### src/rtl/cmp_bin_search_pkg.sv
// Shared definitions for the magnitude comparator and its binary-search initiator.
// Latency: n/a (types and constants only).
// Backpressure: n/a.
package cmp_bin_search_pkg;

    // One-hot comparator response, {GT,EQ,LT}, probe relative to target
    localparam logic [2:0] CMP_GT = 3'b100;
    localparam logic [2:0] CMP_EQ = 3'b010;
    localparam logic [2:0] CMP_LT = 3'b001;

    typedef enum logic {
        IDLE   = 1'b0,
        SEARCH = 1'b1
    } state_t;

endpackage

### src/rtl/cmp_bin_search.sv
// Binary-search driver for an N-bit comparator: recovers the comparator's hidden operand.
// Latency: a search of P probes (P <= N+1) pulses done P+1 cycles after the start cycle.
// Backpressure: none; start is only accepted while busy=0, otherwise it is dropped.
module cmp_bin_search
    import cmp_bin_search_pkg::*;
#(
    parameter int N = 4
) (
    input  logic         clk,
    input  logic         rst_n,
    input  logic         start,
    input  logic [2:0]   comp_in,
    output logic [N-1:0] probe,
    output logic         busy,
    output logic         done,
    output logic [N-1:0] result,
    output logic         found,
    output logic         err
);

    // Bounds carry one extra bit so lo can step past the top of the range
    localparam logic [N:0]   MAXV   = {1'b0, {N{1'b1}}};
    localparam logic [N:0]   ONE    = {{N{1'b0}}, 1'b1};
    localparam logic [N-1:0] PROBE0 = {1'b0, {(N-1){1'b1}}};

    state_t       state_q, state_d;
    logic [N:0]   lo_q, lo_d;
    logic [N:0]   hi_q, hi_d;
    logic [N-1:0] probe_d;
    logic         busy_d;
    logic         done_d;
    logic [N-1:0] result_d;
    logic         found_d;
    logic         err_d;

    // Bound update scratch values for the current probe
    logic [N:0]   probe_ext;
    logic [N:0]   lo_upd;
    logic [N:0]   hi_upd;
    logic [N:0]   mid;
    logic         narrow;
    logic         underflow;

    assign probe_ext = {1'b0, probe};

    // Next-state and output decode: accept start in IDLE, narrow or terminate in SEARCH
    always_comb begin
        state_d   = state_q;
        lo_d      = lo_q;
        hi_d      = hi_q;
        probe_d   = probe;
        busy_d    = busy;
        done_d    = 1'b0;
        result_d  = result;
        found_d   = found;
        err_d     = err;
        lo_upd    = lo_q;
        hi_upd    = hi_q;
        narrow    = 1'b0;
        underflow = 1'b0;

        case (state_q)
            IDLE: begin
                if (start) begin
                    lo_d     = '0;
                    hi_d     = MAXV;
                    probe_d  = PROBE0;
                    found_d  = 1'b0;
                    err_d    = 1'b0;
                    result_d = '0;
                    busy_d   = 1'b1;
                    state_d  = SEARCH;
                end
            end
            SEARCH: begin
                case (comp_in)
                    CMP_EQ: begin
                        result_d = probe;
                        found_d  = 1'b1;
                        done_d   = 1'b1;
                        busy_d   = 1'b0;
                        state_d  = IDLE;
                    end
                    CMP_GT: begin
                        // probe-1 wraps at zero; treat that as an empty range
                        hi_upd    = probe_ext - ONE;
                        underflow = (probe == '0);
                        narrow    = 1'b1;
                    end
                    CMP_LT: begin
                        lo_upd = probe_ext + ONE;
                        narrow = 1'b1;
                    end
                    default: begin
                        err_d   = 1'b1;
                        done_d  = 1'b1;
                        busy_d  = 1'b0;
                        state_d = IDLE;
                    end
                endcase
            end
            default: begin
                state_d = IDLE;
                busy_d  = 1'b0;
            end
        endcase

        // Midpoint of the updated bounds becomes the next probe
        mid = lo_upd + ((hi_upd - lo_upd) >> 1);

        if (narrow) begin
            if (underflow || (lo_upd > hi_upd)) begin
                // Target escaped the range: bad comparator or moving target
                err_d   = 1'b1;
                done_d  = 1'b1;
                busy_d  = 1'b0;
                state_d = IDLE;
            end else begin
                lo_d    = lo_upd;
                hi_d    = hi_upd;
                probe_d = N'(mid);
            end
        end
    end

    // State and output registers; reset aborts any search without a done pulse
    always_ff @(posedge clk or negedge rst_n) begin
        if (!rst_n) begin
            state_q <= IDLE;
            lo_q    <= '0;
            hi_q    <= '0;
            probe   <= '0;
            busy    <= 1'b0;
            done    <= 1'b0;
            result  <= '0;
            found   <= 1'b0;
            err     <= 1'b0;
        end else begin
            state_q <= state_d;
            lo_q    <= lo_d;
            hi_q    <= hi_d;
            probe   <= probe_d;
            busy    <= busy_d;
            done    <= done_d;
            result  <= result_d;
            found   <= found_d;
            err     <= err_d;
        end
    end

endmodule

### config.mk
export PLATFORM = sky130hd
export DESIGN_NAME = cmp_bin_search
export DESIGN_NICKNAME = d
export VERILOG_FILES = /design/src/rtl/cmp_bin_search_pkg.sv /design/src/rtl/cmp_bin_search.sv
export SDC_FILE = /design/constraint.sdc
export NUM_CORES = 1
export LEC_CHECK = 0
export ABC_AREA = 1
export CAP_MARGIN = 20
export CORE_ASPECT_RATIO = 1.5
export CORE_MARGIN = 2
export CORE_UTILIZATION = 55
export CTS_CLUSTER_SIZE = 10
export DETAILED_ROUTE_END_ITERATION = 10
export HOLD_SLACK_MARGIN = 0.06
export PLACE_DENSITY = 0.89
export SYNTH_ARGS = -nofsm -noshare
export SYNTH_HDL_FRONTEND = slang
export SYNTH_SLANG_ARGS = --single-unit
### constraint.sdc
create_clock -name clk -period 3.2 [get_ports clk]
set_input_delay 0.32 -clock clk [delete_from_list [all_inputs] [get_ports clk]]
set_output_delay 0.32 -clock clk [all_outputs]
set_load 0.03 [all_outputs]
* After elaboration in Yosys (flattened, before gate mapping)
Index checks and enable logic that the tools add are counted.
** Word-level totals
- Word-level logic and storage cells :: 69
- Input bits :: 6
- Register bits after elaboration :: 23
- Output and inout bits :: 12
** Cells by class
- Order comparisons :: 1
- Reductions and logical operators :: 5
- Add/sub/neg operators :: 4
- Muxes and demuxes :: 44
- Equal/unequal tests :: 5
- Bitwise gates (word level) :: 1
** Operators by type and width (count)
- 2-to-1 mux 5 bit :: 12
- 2-to-1 mux 4 bit :: 6
- 2-to-1 mux 1 bit :: 21
- one-hot mux 1 bit (2 select lines) :: 4
- one-hot mux 4 bit (2 select lines) :: 1
- adder 4 x 1 -> 5 bit, second input constant :: 1
- greater-than comparator 5 bit :: 1
- subtractor 4 x 1 -> 5 bit, second input constant :: 1
- subtractor 5 bit :: 1
- adder 4 bit :: 1
- logical NOT 4 bit :: 1
- equality test 3 x 1 -> 1 bit, second input constant :: 1
- equality test 3 x 2 -> 1 bit, second input constant :: 1
- equality test 3 bit, second input constant :: 1
- OR reduction 3 bit :: 1
- != test 2 x 1 -> 1 bit, second input constant :: 1
- != test 2 bit, second input constant :: 1
- AND reduction 2 bit :: 1
- OR reduction 2 bit :: 1
- logical OR 1 bit :: 1
- NOT 1 bit :: 1

* Longest topological paths before layout
Gate-level depths: netlist (run 1).
- Depth after elaboration :: 7
- Mapped depth :: 22
- Gate-level depth less buffers :: 22

* Least setup slack after synthesis (run 1)
Ideal clock, no wire load.
- Kind :: reg2reg
- From :: register probe[0]
- To :: register probe[3]
- Cell stages (with the launch flop) :: 16
- Slack :: 0.505 ns
- Required time :: 3.082 ns
- Library setup time :: 0.118 ns
- Arrival :: 2.577 ns
- Period minus slack after synthesis :: 2.695 ns
- Buffers on the path :: 0
- Cells stage by stage :: dfrtp_1 inv_1 ha_1 xor2_1 nor2_1 a21oi_1 ha_1 inv_1 o21bai_1 a31oi_1 xnor2_1 ha_1 nand3_1 nand3_1 nand3_1 nand2_1
** On the way
- Word-level cells in the longest chain between the ends :: 7
- Elaborated cells on any way between the ends :: 15
- Classes of those cells :: add/sub (4); order compare (1); mux (8); reduce/logical (2)
** Ends and longest elaborated chain
- from (decl) :: line cmp_bin_search.sv:13 : output logic [N-1:0] probe,
- from (signal assigned) :: line cmp_bin_search.sv:142 : probe <= probe_d;
- subtractor 4 x 1 -> 5 bit or adder 4 x 1 -> 5 bit (tied branches) :: line cmp_bin_search.sv:86, cmp_bin_search.sv:91
- 2-to-1 mux 5 bit :: line cmp_bin_search.sv:76 : case (comp_in)
- 2-to-1 mux 5 bit :: line cmp_bin_search.sv:62 : case (state_q)
- subtractor 5 bit or greater-than comparator 5 bit (tied branches) :: line cmp_bin_search.sv:109, cmp_bin_search.sv:112
- adder 4 bit or logical OR 1 bit (tied branches) :: line cmp_bin_search.sv:109, cmp_bin_search.sv:112
- 2-to-1 mux 4 bit * :: line cmp_bin_search.sv:112 : if (underflow || (lo_upd > hi_upd)) begin
- 2-to-1 mux 4 bit * :: line cmp_bin_search.sv:111 : if (narrow) begin
- net probe_d[3] :: line cmp_bin_search.sv:29 : logic [N-1:0] probe_d;
Mark *: on every way through the listed nets, which the timed path passes. The rest lies on a longest branch.
A chain may end at the register's enable or synchronous reset.

* Worst setup path after layout (run 1)
Same ends and word-level chain as after synthesis.

==> results of run 1 <==
## cell families after synthesis
kind of cell,count (synthesis)
XOR/XNOR,5
flip-flops,23
buffers and inverters,41
adder cells (fa/ha/maj),9
AND/OR/NAND/NOR,107
AO/OA/AOI/OAI,23
## Yosys cell counts, drive strengths merged
cell type  instances
ha                 9
dfrtp             23
xnor2              2
inv               39
nor3b              1
nand2             61
nand3             30
a31oi              1
nand4              6
buf                1
o211ai             1
nor2               7
o21bai             1
xor2               3
a21oi              4
clkbuf             1
a221o              1
nand3b             2
o21ai             15
## routing by layer
metal | GRT usage | share of wire | vias to the layer above
met5 | 0 | 0 | -
met1 | 0.305 | 0.41 | 694
met2 | 0.434 | 0.53 | 31
li1 | - | - | 715
met3 | 0.0208 | 0.024 | 12
met4 | 0.132 | 0.037 | 0
## critical path, delay by kind of cell (launching register included)
kind                       cells  cell delay, ns
adders and majority gates      3            0.84
DFF                            1            0.50
AOI/OAI and AO/OA              3            0.48
and+or+nand+nor                5            0.36
xor gates and xnor gates       2            0.31
buffers and inverters          2            0.27
## sequential cells by signal, indices dropped and copies added (netlist names)
signal   cells
state_q      1
hi_q         5
result       4
done         1
found        1
probe        4
err          1
busy         1
lo_q         5
## final timing paths
kind / start / to / slack (ns) / depth (start not counted)
worst max-delay path: probe[0]$_DFF_PN0_ / probe[3]$_DFF_PN0_ / 0.33 / 15
worst min-delay path: rst_n / state_q$_DFF_PN0_ / 0.27 / 1
worst max register to register: probe[0]$_DFF_PN0_ / probe[3]$_DFF_PN0_ / 0.33 / 15
worst min register to register: lo_q[0]$_DFF_PN0_ / lo_q[0]$_DFF_PN0_ / 0.51 / 2
max in group asynchronous: rst_n / hi_q[0]$_DFF_PN0_ / 2.56 / 2
min in group clk: lo_q[0]$_DFF_PN0_ / lo_q[0]$_DFF_PN0_ / 0.51 / 2
## metrics by stage
stage | std cells | utilization | setup WS [ns]
floorplan | 208 | - | 0.505
global placement | 262 | 0.657 | 0.204
detailed placement | 262 | 0.657 | 0.124
CTS | 266 | 0.674 | 0.366
global route | 267 | 0.684 | 0.00935
finish | 267 | 0.684 | 0.328
## power by group through the flow
| stage | Combinational [mW] | Clock (mW) | Sequential (mW) |
|---|---|---|---|
| after floorplan | 0.103 | 0 | 0.371 |
| after global placement | 0.211 | 0 | 0.336 |
| after detailed placement | 0.214 | 0 | 0.338 |
| after CTS | 0.216 | 0.187 | 0.332 |
| after global routing | 0.245 | 0.200 | 0.335 |
| final | 0.219 | 0.189 | 0.332 |
## cell type report
cell class	instances	area [um^2]
fillers	233	845
multi-input cells	144	805
flip-flops and latches	23	576
repair buffers	20	213
inverters	39	146
well taps	37	46.3
clock buffers	3	41.3
clock inverters	1	5.00
==> results.toml, run 1 <==
[place]
place_area_um2 = 1760
place.gp.congestion = 0.996
portBuffers = 17
post-dp-hpwl_um = 2600

[synth]
yosysWarnings = 0
synth-seq-cells = 23
ys_top_cells_by_area = "dfrtp_1, nand2_1, inv_1"
synth_simple_gate_area_frac = 0.336
synth_compound_area_frac = 0.0844
synth_cell_types = 27
synth_area_per_cell_um2 = 7.41
synth_xor_area_frac = 0.0284
synth_top_area_frac = 0.373
syn-num-nets = 223
synth_adder_area_share = 0.0731
syn_area_um2 = 1540
muxShareOfSynthArea = 0
synth_largest_area_cell = "dfrtp_1"
synth-seq-area-share = 0.373
synth_top_family_by_area = "simple AND/OR/NAND/NOR gates"
synthCells = 208

[final_layout]
final_nets = 246
diodes = 0
final_cell_mix = "nand2_1, inv_1, nand3_1"
syn_to_final_growth_pct = 18.8
layout_commonest_cell = "nand2_1"
design_area_um2 = 1830
drive_gt1_frac = 0.0783

[sta]
hold_viol = 0
setup_viol = 0
holdWs_ns = 0.268
report.final.slew_viol_count = 0
worst_pin_slew_ns = 0.659
maxSlewHeadroom = 0.560
fmax_mhz = 348
fin_crit_sh = 0.898
rsz0062_at_grt = "no"
fin_skew_ns = 0.0101
fin_tns_setup_ns = 0
layout_min_cycle_time_ns = 2.87

[floorplanning]
ioPinCount = 18
start_util = 0.576
die_x_um = 47.2
coreArea_um2 = 2680
die_area_um2 = 3250
fp.dieH_um = 68.8
rows = 23

[critical_path]
cpMaxStageDelayCell = "dfrtp_1"
crit_fanout = 6
crit_chain = "inv_1 -> ha_1 -> xor2_1 -> nor2_1 -> a21oi_1 -> ha_1 -> inv_1 -> o21bai_1 -> a31oi_1 -> xnor2_1 -> ha_1 -> nand3_1 -> nand3_1 -> nand3_1 -> nand2_1"
cp.required_ns = 3.37
cp-start-kind = "flip-flop"
crit_arrival_ns = 3.05
slowest_delay_ns = 0.50
crit_type = "flip-flop to flip-flop"
crit_path_end_kind = "flip-flop"

[clocking]
cts_setup_buffers = 0
cts_root_buf = "clkbuf_8"
cts-hold-fix-buffers = 0
tritoncts = "built"
cts.htree.levels = 1
clock_path_buffers = 2
cts_resized = 0
cts_made_buffers = 3
clock_latency_ns = 0.27
path_clk_slew_ns = 0.09
clock_sinks = 23

[power]
p_int_uw = 483
total_power_uw = 741
clkPwrFrac = 0.255
ir_worst_vdd_mv = 0.242
share_seq_of_total_power = 0.449
cellPowerDensity_nw_per_um2 = 404
leakage_nw = 0.960
combPwrFrac = 0.296
switching_power_uw = 258
swShare = 0.348

[detailed_routing]
drc_errors = 0
wl_um = 3470
via_per_inst = 5.44
wl_per_cell_um = 13.0
dr.pass1.iters = 5
via_count = 1452
ant_nets = 0
drtIter0Drc = 51

[global_route]
antenna_found_initial = 0
grt_util_all_layers = 0.254
grt_overflow_total = 0
grt_pass1_vias = 1386
grt_first_pass_wirelength_um = 6030
grt_max_degree = 24

[run_status]
status = "finished clean"

[min_path]
hold_class = "input pin to async pin"

[job]
max-cap-violations = 0
No activity file was read; power rests on OpenSTA's default activity.
==> run 2, diff against run 1 <==
- REMOVE_ABC_BUFFERS: default -> 1
==> run 2 against run 1 <==
Compared with the run above: die area unchanged; critical endpoint is now probe[2]$_DFF_PN0_; clock skew decreased by 0.0089 ns; sequential power about the same; critical path depth increased by 6; critical path type unchanged; flip-flop and latch count unchanged.
==> results.toml, run 2 (same netlist as run 1, synthesis figures left out) <==
[run_status]
status = "finished clean"

[clocking]
cts_made_buffers = 3
cts.htree.levels = 1
cts_setup_buffers = 0
tritoncts = "built"
cts_resized = 0
cts-hold-fix-buffers = 0
cts_root_buf = "clkbuf_8"
clock_latency_ns = 0.26
path_clk_slew_ns = 0.08
clock_sinks = 23
clock_path_buffers = 2

[detailed_routing]
wl_um = 3460
drc_errors = 0
drtIter0Drc = 51
via_per_inst = 5.35
via_count = 1424
wl_per_cell_um = 13.0
dr.pass1.iters = 4
ant_nets = 0

[final_layout]
layout_commonest_cell = "nand2_1"
final_cell_mix = "nand2_1, inv_1, nand3_1"
utilization = 0.674
multi_input_area_um2 = 805
diodes = 0
syn_to_final_growth_pct = 17.0
final_nets = 245
fillers = 232
regArea_um2 = 576
top_regs = "hi_q (5), lo_q (5)"
drive_gt1_frac = 0.0699

[power]
switching_power_uw = 246
share_seq_of_total_power = 0.454
combPwrFrac = 0.301
cellPowerDensity_nw_per_um2 = 403
swShare = 0.338
total_power_uw = 727
leakage_nw = 0.945
ir_worst_vdd_mv = 0.220
clkPwrFrac = 0.245
p_int_uw = 481

[sta]
maxSlewHeadroom = 0.323
setup_viol = 0
fmax_mhz = 346
rsz0062_at_grt = "no"
fin_crit_sh = 0.904
fin_tns_setup_ns = 0
layout_min_cycle_time_ns = 2.89
worst_pin_slew_ns = 1.01
fin_ws_ns = 0.307
hold_viol = 0
report.final.slew_viol_count = 0
fin_skew_ns = 0.00125

[floorplanning]
start_util = 0.576
die_area_um2 = 3250
fp.dieH_um = 68.8
rows = 23
die_x_um = 47.2
ioPinCount = 18
coreArea_um2 = 2680

[place]
portBuffers = 17
dp_slack_ns = 0.110
place.gp.congestion = 0.811
post-dp-hpwl_um = 2640

[min_path]
hold_class = "flip-flop to flip-flop"

[critical_path]
cp-start-kind = "flip-flop"
crit_path_end_kind = "flip-flop"
crit_fanout = 6
crit_arrival_ns = 3.05
cp.required_ns = 3.36
crit_type = "flip-flop to flip-flop"

[global_route]
grt_util_all_layers = 0.237
grt_overflow_total = 0
antenna_found_initial = 0
grt_max_degree = 24
grt_first_pass_wirelength_um = 5480
grt_pass1_vias = 1317

[job]
max-cap-violations = 0
run 2: worst max-delay path, cell delays in order (launching register included):
cell and delay (ns):
dfrtp_1 0.47, inv_1 0.17, ha_1 0.37, inv_1 0.09, nand4_1 0.12, nand2_2 0.12, inv_1 0.05, nand2_1 0.06
nand2_2 0.07, ha_1 0.19, inv_1 0.07, nand2_1 0.07, nand2_1 0.10, nand3_1 0.13, nand2_1 0.10, inv_1 0.04
ha_1 0.18, inv_1 0.05, nand2_1 0.06, xor2_1 0.15, nor2_1 0.08, nor2_1 0.05
run 2: area by class of cell:
cell class | instances | area share
Sequential cell | 23 | 0.319
Multi-Input combinational cell | 144 | 0.446
Timing Repair Buffer | 19 | 0.103
Clock buffer | 4 | 0.0250
Inverter | 39 | 0.0812
Tap cell | 37 | 0.0257
run 2: routing by layer:
| layer | vias to the layer above | global-route usage | routed length [um] |
|---|---|---|---|
| li1 | 710 | - | - |
| met1 | 654 | 0.256 | 1330 |
| met2 | 45 | 0.402 | 1850 |
| met3 | 15 | 0.0234 | 111 |
| met4 | 0 | 0.181 | 168 |
| met5 | - | 0 | 0 |
run 2: metrics by stage:
step	hold WS (ns)	cell area [um^2]	cells
final	0.484	1800	266
after global routing	0.498	1800	266
after CTS	0.486	1800	266
after detailed placement	0.465	1760	262
after global placement	0.464	1760	262
after floorplan	0.0244	1530	206
run 2: path summary, 6_finish.rpt:
kind / slack (ns) / from / end / cells past startpoint
min in group asynchronous: 0.61 / rst_n / lo_q[0]$_DFF_PN0_ / 1
setup / recovery: 0.31 / probe[0]$_DFF_PN0_ / probe[2]$_DFF_PN0_ / 21
hold reg to reg: 0.48 / found$_DFFE_PN0P_ / found$_DFFE_PN0P_ / 2
setup reg to reg: 0.31 / probe[0]$_DFF_PN0_ / probe[2]$_DFF_PN0_ / 21
hold / removal: 0.48 / found$_DFFE_PN0P_ / found$_DFFE_PN0P_ / 2
max in group asynchronous: 1.98 / rst_n / hi_q[3]$_DFF_PN0_ / 1
run 2: power groups by stage:
stage / Clock, mW / Sequential [mW] / Combinational (mW)
final: 0.178 / 0.330 / 0.219
after CTS: 0.178 / 0.330 / 0.219
after detailed placement: 0 / 0.336 / 0.217
after floorplan: 0 / 0.371 / 0.100
after global placement: 0 / 0.335 / 0.213
after global routing: 0.189 / 0.333 / 0.239
==> run 3, diff against run 2 <==
- clock period: 3.2 -> 2.7 ns (I/O delays scaled with it)
==> run 3 against run 2 <==
Compared with the run above: sequential share of layout area is 4.2 points lower; clock power up 23%; core utilization rose by 10 points; critical path depth is 6 lower; first-iteration DRC count grew 43%; combinational power rose by 37%; total power up 25%; critical endpoint is now probe[3]$_DFF_PN0_.
==> results.toml, run 3 (same netlist as run 1, synthesis figures left out) <==
[run_status]
status = "finished clean"

[place]
place_area_um2 = 1970
portBuffers = 17
place.gp.congestion = 0.882
post-dp-hpwl_um = 2840
dp_cells = 289
dp_slack_ns = -0.212

[detailed_routing]
via_per_inst = 5.40
ant_nets = 0
dr.pass1.iters = 4
via_count = 1589
drtIter0Drc = 73
drc_errors = 0
wl_um = 3930
wl_per_cell_um = 13.4

[critical_path]
slowest_delay_ns = 0.49
setup.worst_path.end = "probe[3]$_DFF_PN0_"
cp.required_ns = 2.87
crit_path_end_kind = "flip-flop"
cp-start-kind = "input pin"
crit_chain = "clkdlybuf4s50_1 -> nor2_2 -> nand3_2 -> inv_2 -> nand4_1 -> o21ai_2 -> ha_1 -> buf_4 -> nand3b_1 -> nand2_1 -> nand3_1 -> nand2_1 -> nand3_1 -> nand3_1 -> nand2_1"
cp_num_cells = 15
crit_arrival_ns = 2.73
crit_path_start = "comp_in[0]"
rrSetupSlack_ns = 0.16
worst-path-buf-inv = 3
regToRegEndpoint = "probe[3]$_DFF_PN0_"
cpMaxStageDelayCell = "clkdlybuf4s50_1"
crit_fanout = 5
r2r_cells = 14
crit_type = "input pin to flip-flop"
critPathTopFamily = "simple AND/OR/NAND/NOR gates"
r2r_start = "probe[0]$_DFF_PN0_"

[job]
max-cap-violations = 0

[final_layout]
regArea_um2 = 577
multi_input_area_um2 = 847
top_regs = "hi_q (5), lo_q (5)"
final_nets = 273
fin_cells = 294
syn_to_final_growth_pct = 34.8
fillers = 183
final_cell_mix = "nand2_1, inv_1, buf_4"
diodes = 0
drive_gt1_frac = 0.218
layout_commonest_cell = "nand2_1"
design_area_um2 = 2080

[sta]
fin_tns_setup_ns = 0
report.final.slew_viol_count = 0
hold_viol = 0
fmax_mhz = 390
fin_ws_ns = 0.139
worst_pin_slew_ns = 0.605
fin_skew_ns = 0.00171
setup_viol = 0
layout_min_cycle_time_ns = 2.56
fin_crit_sh = 0.949
rsz0062_at_grt = "yes"
maxSlewHeadroom = 0.596

[power]
leakage_nw = 1.10
ir_worst_vdd_mv = 0.322
cellPowerDensity_nw_per_um2 = 438

[floorplanning]
ioPinCount = 18
coreArea_um2 = 2680
die_x_um = 47.2
die_area_um2 = 3250
start_util = 0.576
rows = 23
fp.dieH_um = 68.8

[global_route]
grt_util_all_layers = 0.256
grt_overflow_total = 0
antenna_found_initial = 0
grt_first_pass_wirelength_um = 6010
grt_pass1_vias = 1468
grt_max_degree = 24

[clocking]
tritoncts = "built"
path_clk_slew_ns = 0.08
cts_made_buffers = 3
cts.htree.levels = 1
clock_sinks = 23
cts_root_buf = "clkbuf_8"
clock_latency_ns = 0.27
clock_path_buffers = 2
cts-hold-fix-buffers = 0

[min_path]
hold_class = "input pin to async pin"
==> run 3: cell count changes in the layout (fill, tap and decap cells not counted), moves of 2 or more <==
cell / previous run / this run
dlymetal6s2s_1: 0 / 2
inv_1: 38 / 35
buf_4: 2 / 29
o21ai_0: 10 / 8
o21ai_2: 1 / 4
inv_2: 1 / 3
ha_4: 0 / 2
clkdlybuf4s50_1: 17 / 15
ha_1: 9 / 7
==> run 3: per-layer routing <==
| layer | wire [um] | up-vias | track usage |
|---|---|---|---|
| met2 | 2110 | 63 | 0.461 |
| met5 | 0 | - | 0 |
| li1 | - | 768 | - |
| met4 | 162 | 0 | 0.135 |
| met1 | 1520 | 741 | 0.277 |
| met3 | 143 | 17 | 0.0286 |
==> run 3: worst min path at each step <==
stage	from	end	slack (ns)	cells after the start
2_1_floorplan	rst_n	busy$_DFF_PN0_	-0.03	0
3_3_place_gp	found$_DFFE_PN0P_	found$_DFFE_PN0P_	0.46	2
3_5_place_dp	found$_DFFE_PN0P_	found$_DFFE_PN0P_	0.47	2
4_1_cts	rst_n	lo_q[2]$_DFF_PN0_	0.35	2
5_1_grt	rst_n	lo_q[3]$_DFF_PN0_	0.41	2
6_report	rst_n	lo_q[2]$_DFF_PN0_	0.34	2
==> run 3: metrics by stage <==
stage | utilization | total power, mW | hold slack (ns)
after floorplan | - | 0.558 | -0.0256
after global placement | 0.737 | 0.681 | 0.463
after detailed placement | 0.737 | 0.686 | 0.473
after CTS | 0.755 | 0.901 | 0.348
after global routing | 0.777 | 0.959 | 0.408
final | 0.777 | 0.911 | 0.339
==> run 3: layout make-up <==
| type | count | share of cell area |
|---|---|---|
| clock buffer | 3 | 0.0199 |
| clock inverter | 1 | 0.00241 |
| inverter | 39 | 0.0716 |
| multi-input combinational | 144 | 0.408 |
| sequential | 23 | 0.278 |
| tap | 37 | 0.0223 |
| timing repair buffer | 47 | 0.199 |
==> run 3: report_power, final <==
group	total [mW]	switching (mW)	internal [mW]
registers	0.391	0.0213	0.370
clock network	0.219	0.116	0.103
logic	0.300	0.175	0.126
total	0.911	0.312	0.599
==> run 3: repair_timing <==
item	in CTS	in global routing
setup endpoints to repair	0	13
gates resized for setup	0	16
buffers inserted	0	1
